## src/rtl/tt_pkg.sv

```systemverilog
// tt_pkg: shared config state, default table and MSB-first table lookup
package tt_pkg;
    typedef enum logic [1:0] {IDLE, LOAD, COMMIT} cfg_state_e;
    localparam logic [7:0] DEFAULT_TT_3IN = 8'h84;
    // bit `last` holds row 0, so row r lives at bit last-r
    function automatic logic tt_lookup(input logic [255:0] tbl, input logic [7:0] last, input logic [7:0] row);
        logic [7:0] idx;
        idx = last - row;
        return tbl[idx];
    endfunction
endpackage

```

## src/rtl/tt_cfg_loader.sv

```systemverilog
// tt_cfg_loader: serial truth-table loader with shadow register and one-cycle commit
module tt_cfg_loader import tt_pkg::*; #(
    parameter int TT_W = 8
) (
    input  logic            clk,
    input  logic            rst_n,
    input  logic            cfg_start,
    input  logic            cfg_valid,
    input  logic            cfg_bit,
    output logic            cfg_busy,
    output logic            commit,
    output logic [TT_W-1:0] shadow
);
    localparam int CW = $clog2(TT_W);
    cfg_state_e state_q, state_d;
    logic [CW-1:0] cnt_q, cnt_d;
    logic [TT_W-1:0] shadow_q, shadow_d;
    always_comb begin
        state_d  = state_q;
        cnt_d    = cnt_q;
        shadow_d = shadow_q;
        case (state_q)
            IDLE: if (cfg_start) begin
                state_d  = LOAD;
                cnt_d    = '0;
                shadow_d = '0;
            end
            LOAD: if (cfg_start) begin
                cnt_d    = '0;
                shadow_d = '0;
            end else if (cfg_valid) begin
                shadow_d = {shadow_q[TT_W-2:0], cfg_bit};
                cnt_d    = cnt_q + CW'(1);
                state_d  = (cnt_q == CW'(TT_W-1)) ? COMMIT : LOAD;
            end
            default: state_d = IDLE;
        endcase
    end
    always_ff @(posedge clk or negedge rst_n) begin
        if (!rst_n) begin
            state_q  <= IDLE;
            cnt_q    <= '0;
            shadow_q <= '0;
        end else begin
            state_q  <= state_d;
            cnt_q    <= cnt_d;
            shadow_q <= shadow_d;
        end
    end
    assign cfg_busy = state_q != IDLE;
    assign commit   = state_q == COMMIT;
    assign shadow   = shadow_q;
endmodule

```

## src/rtl/truth_table_eval.sv

```systemverilog
// truth_table_eval: reprogrammable N-input truth-table evaluator with registered valid/ready output
module truth_table_eval import tt_pkg::*; #(
    parameter int              N_IN    = 3,
    parameter int              TT_W    = 2**N_IN,
    parameter logic [TT_W-1:0] INIT_TT = TT_W'(DEFAULT_TT_3IN)
) (
    input  logic            clk,
    input  logic            rst_n,
    input  logic            cfg_start,
    input  logic            cfg_valid,
    input  logic            cfg_bit,
    output logic            cfg_busy,
    output logic            cfg_done,
    input  logic            in_valid,
    output logic            in_ready,
    input  logic [N_IN-1:0] in_data,
    output logic            out_valid,
    input  logic            out_ready,
    output logic            out_bit,
    output logic [TT_W-1:0] tt_active
);
    logic [TT_W-1:0] tt_active_q, tt_active_d, shadow;
    logic out_valid_q, out_valid_d, out_bit_q, out_bit_d, commit, xfer;
    tt_cfg_loader #(.TT_W(TT_W)) u_loader (
        .clk       (clk),
        .rst_n     (rst_n),
        .cfg_start (cfg_start),
        .cfg_valid (cfg_valid),
        .cfg_bit   (cfg_bit),
        .cfg_busy  (cfg_busy),
        .commit    (commit),
        .shadow    (shadow)
    );
    assign in_ready = !out_valid_q || out_ready;
    assign xfer     = in_valid && in_ready;
    // the table swaps on the commit edge, so a vector taken that same edge still sees the old table
    always_comb begin
        tt_active_d = commit ? shadow : tt_active_q;
        out_valid_d = xfer || (out_valid_q && !out_ready);
        out_bit_d   = xfer ? tt_lookup(256'(tt_active_q), 8'(TT_W-1), 8'(in_data)) : out_bit_q;
    end
    always_ff @(posedge clk or negedge rst_n) begin
        if (!rst_n) begin
            tt_active_q <= INIT_TT;
            out_valid_q <= 1'b0;
            out_bit_q   <= 1'b0;
        end else begin
            tt_active_q <= tt_active_d;
            out_valid_q <= out_valid_d;
            out_bit_q   <= out_bit_d;
        end
    end
    assign cfg_done  = commit;
    assign out_valid = out_valid_q;
    assign out_bit   = out_bit_q;
    assign tt_active = tt_active_q;
endmodule
```

## config.mk

```make
export PLATFORM = sky130hd
export DESIGN_NAME = truth_table_eval
export DESIGN_NICKNAME = d
export VERILOG_FILES = /design/src/rtl/tt_pkg.sv /design/src/rtl/tt_cfg_loader.sv /design/src/rtl/truth_table_eval.sv
export SDC_FILE = /design/constraint.sdc
export NUM_CORES = 1
export LEC_CHECK = 0
export CAP_MARGIN = 25
export CORE_UTILIZATION = 40
export CTS_BUF_LIST = sky130_fd_sc_hd__clkbuf_8
export CTS_CLUSTER_DIAMETER = 30
export DETAILED_ROUTE_END_ITERATION = 7
export PLACE_DENSITY = 0.66
export SYNTH_ARGS = -nofsm -noshare
export SYNTH_HDL_FRONTEND = slang
export SYNTH_SLANG_ARGS = --single-unit
```

## constraint.sdc

```tcl
create_clock -name clk -period 2.6 [get_ports clk]
set_clock_uncertainty 0.1 [all_clocks]
set_input_delay 0.52 -clock clk [delete_from_list [all_inputs] [get_ports clk]]
set_output_delay 0.52 -clock clk [all_outputs]
set_load 0.01 [all_outputs]
```

==> results.json <==
{
  "status": "completed",
  "hold_ws_ns": 0.436,
  "regArea_um2": 578,
  "busiest_layer": "met2",
  "die_w_um": 53.2,
  "netlist_instances": 91,
  "ys.flop_type": "dfrtp_1",
  "avgSynthCellArea_um2": 11.5,
  "cp_data_required_time_ns": 1.98,
  "synth_top_cell_by_area": "dfrtp_1",
  "insertion_delay_ns": 0.26,
  "cts.repair.resized": 0,
  "period_share_pct": 87.3,
  "n_antenna_cell": 0,
  "max-slew-margin-rel_pct": 69.3,
  "synth_area_leaders": "dfrtp_1 (50%), mux2_2 (8.6%), a22oi_1 (7.2%)",
  "critPathSlowestCell": "dfrtp_1",
  "multi_input_area_um2": 432,
  "setup.worst_path.class": "reg2out",
  "fillers": 230,
  "io_buffers": 22,
  "cts_tree": "built",
  "async_flop_share_pct": 100,
  "grt_max_degree": 24,
  "ctsHoldBuffers": 0,
  "max_freq_ghz": 0.440,
  "viasPerCell": 5.29,
  "wl_per_cell_um": 13.7,
  "drive_above_1_share_pct": 15.9,
  "place_congestion": 0.639,
  "power_density_mw_per_mm2": 483,
  "place.detailed.hpwl_um": 1470,
  "dpl.cell_count": 139,
  "instances_no_fill": 143,
  "power_leakage_nw": 0.586,
  "clkTransAtPathRegs_ns": 0.08,
  "ys_warn_count": 0,
  "cp_max_fo": 16,
  "syn-cell-area_mm2": 0.00105,
  "power_mw": 0.645,
  "met2_usage_pct": 28.3,
  "synthesis.nets": 103,
  "peakVddDrop_v": 0.000304,
  "antenna_found_initial": 0,
  "boundaryPins": 23,
  "grt_use_met3_pct": 3.45,
  "clk_path_buf_depth": 2,
  "dpl_cell_area_mm2": 0.00129,
  "vias": 757,
  "synth_top_area_share_pct": 50.1,
  "nets": 126,
  "post-route-min-period_ns": 2.27,
  "route.detailed.drc": 0,
  "use_met1_pct": 20.1,
  "arrival_ns": 1.65,
  "chipHeight_um": 53.2,
  "area_growth_pct": 27.3,
  "grt_overflow": 0,
  "cts-root-buf": "clkbuf_8",
  "die-area_mm2": 0.00283,
  "fin_area_mm2": 0.00134,
  "rsz0062_at_grt": "no",
  "maxCapViolations": 0,
  "start_util_pct": 42.4,
  "wl_um": 1960,
  "cts_made_buffers": 3,
  "rows": 18,
  "ys_seq_elements": 23,
  "detail-route-antenna-nets": 0,
  "fin_setup_tns_ns": 0,
  "synth_cell_types": 19,
  "grt_pass1_vias": 731,
  "first_iter_violations": 8,
  "synth_seq_area_share_pct": 55.1,
  "htreeDepth": 1,
  "end_kind": "output pin",
  "hp-class": "reg2reg",
  "core-area_mm2": 0.00248,
  "grt_pass1_wl_um": 3290,
  "postCtsSetupRepairBufs": 0,
  "hold_violations": 0,
  "cts.sinks": 23,
  "tightest_slew_ns": 0.460,
  "cp_cell_sequence": "or2_2 -> clkdlybuf4s50_1",
  "drt_first_pass_iters": 2,
  "mostFrequentLayoutCells": "clkdlybuf4s50_1 (22), dfrtp_1 (21), nand2_1 (14), o21ai_1 (11), a22oi_1 (10)",
  "setup_viol": 0,
  "layout_commonest_cell": "clkdlybuf4s50_1",
  "synth_edf_count": 0,
  "critPathMaxStageDelay_ns": 0.55,
  "maxSlewViolCount": 0,
  "cp-start-kind": "flip-flop",
  "grt_usage_pct": 16.2
}
==> worst max-delay path, delay by kind of cell (launching register included) <==
kind	cells	cell delay, ns
simple gates	1	0.36
flops	1	0.55
buf+inv	1	0.47
==> sequential cells by signal, summed over array words and instances (netlist names) <==
name,count
u_loader.shadow,8
u_loader.state_q,2
out_valid,1
tt_active,8
u_loader.cnt_q,3
out_bit,1
==> layout make-up <==
cell class	count	area share (%)
multi-input cells	60	32.3
well taps	30	2.81
repair buffers	24	17.6
flip-flops and latches	23	43.3
inverters	2	0.562
clock inverters	1	0.375
clock buffers	3	3.09
==> cell usage after synthesis, types with 2 or more instances <==
master / count
dfrtp_1: 21
mux2i_1: 6
a22oi_1: 10
clkbuf_1: 3
buf_2: 2
inv_1: 2
mux2_2: 8
nand2b_1: 3
dfstp_2: 2
o21ai_1: 11
ha_1: 2
nand2_1: 14
==> routing by layer <==
layer / vias to the layer above / wire [um]
met5: - / 0
met4: 0 / 11
met3: 2 / 111
met2: 21 / 1020
met1: 365 / 820
li1: 369 / -
==> power by group <==
part           internal (mW)  switching (mW)
registers              0.365         0.00589
logic                 0.0305          0.0276
clock network          0.107           0.109
==> per-stage QoR <==
step                      util (%)  worst slack (ns)
after floorplan                  -              1.13
after global placement        52.1             0.346
after detailed placement      52.1             0.320
after CTS                     53.9             0.318
after global routing          53.9             0.255
final                         53.9             0.330
==> cell families after synthesis <==
logic type | Yosys count | synth area share (%)
flip-flops | 23 | 55.1
AND/OR/NAND/NOR | 21 | 9.42
AO/OA/AOI/OAI | 22 | 12.9
adder cells (fa/ha/maj) | 2 | 2.38
buffers and inverters | 8 | 3.81
multiplexers | 15 | 16.4
==> path summary, 6_finish.rpt <==
kind	from	endpoint	cells past startpoint	slack (ns)
hold / removal	out_bit$_DFFE_PN0P_	out_bit$_DFFE_PN0P_	2	0.44
setup / recovery	u_loader.state_q[1]$_DFFE_PN0P_	cfg_busy	2	0.33
max in group asynchronous	rst_n	tt_active[2]$_DFFE_PN1P_	2	1.60
hold reg to reg	out_bit$_DFFE_PN0P_	out_bit$_DFFE_PN0P_	2	0.44
min in group asynchronous	rst_n	u_loader.cnt_q[1]$_DFFE_PN0P_	2	0.51
setup reg to reg	u_loader.state_q[1]$_DFFE_PN0P_	u_loader.shadow[7]$_DFFE_PN0P_	3	1.04
Note: power is estimated with default switching activity, not from simulation.
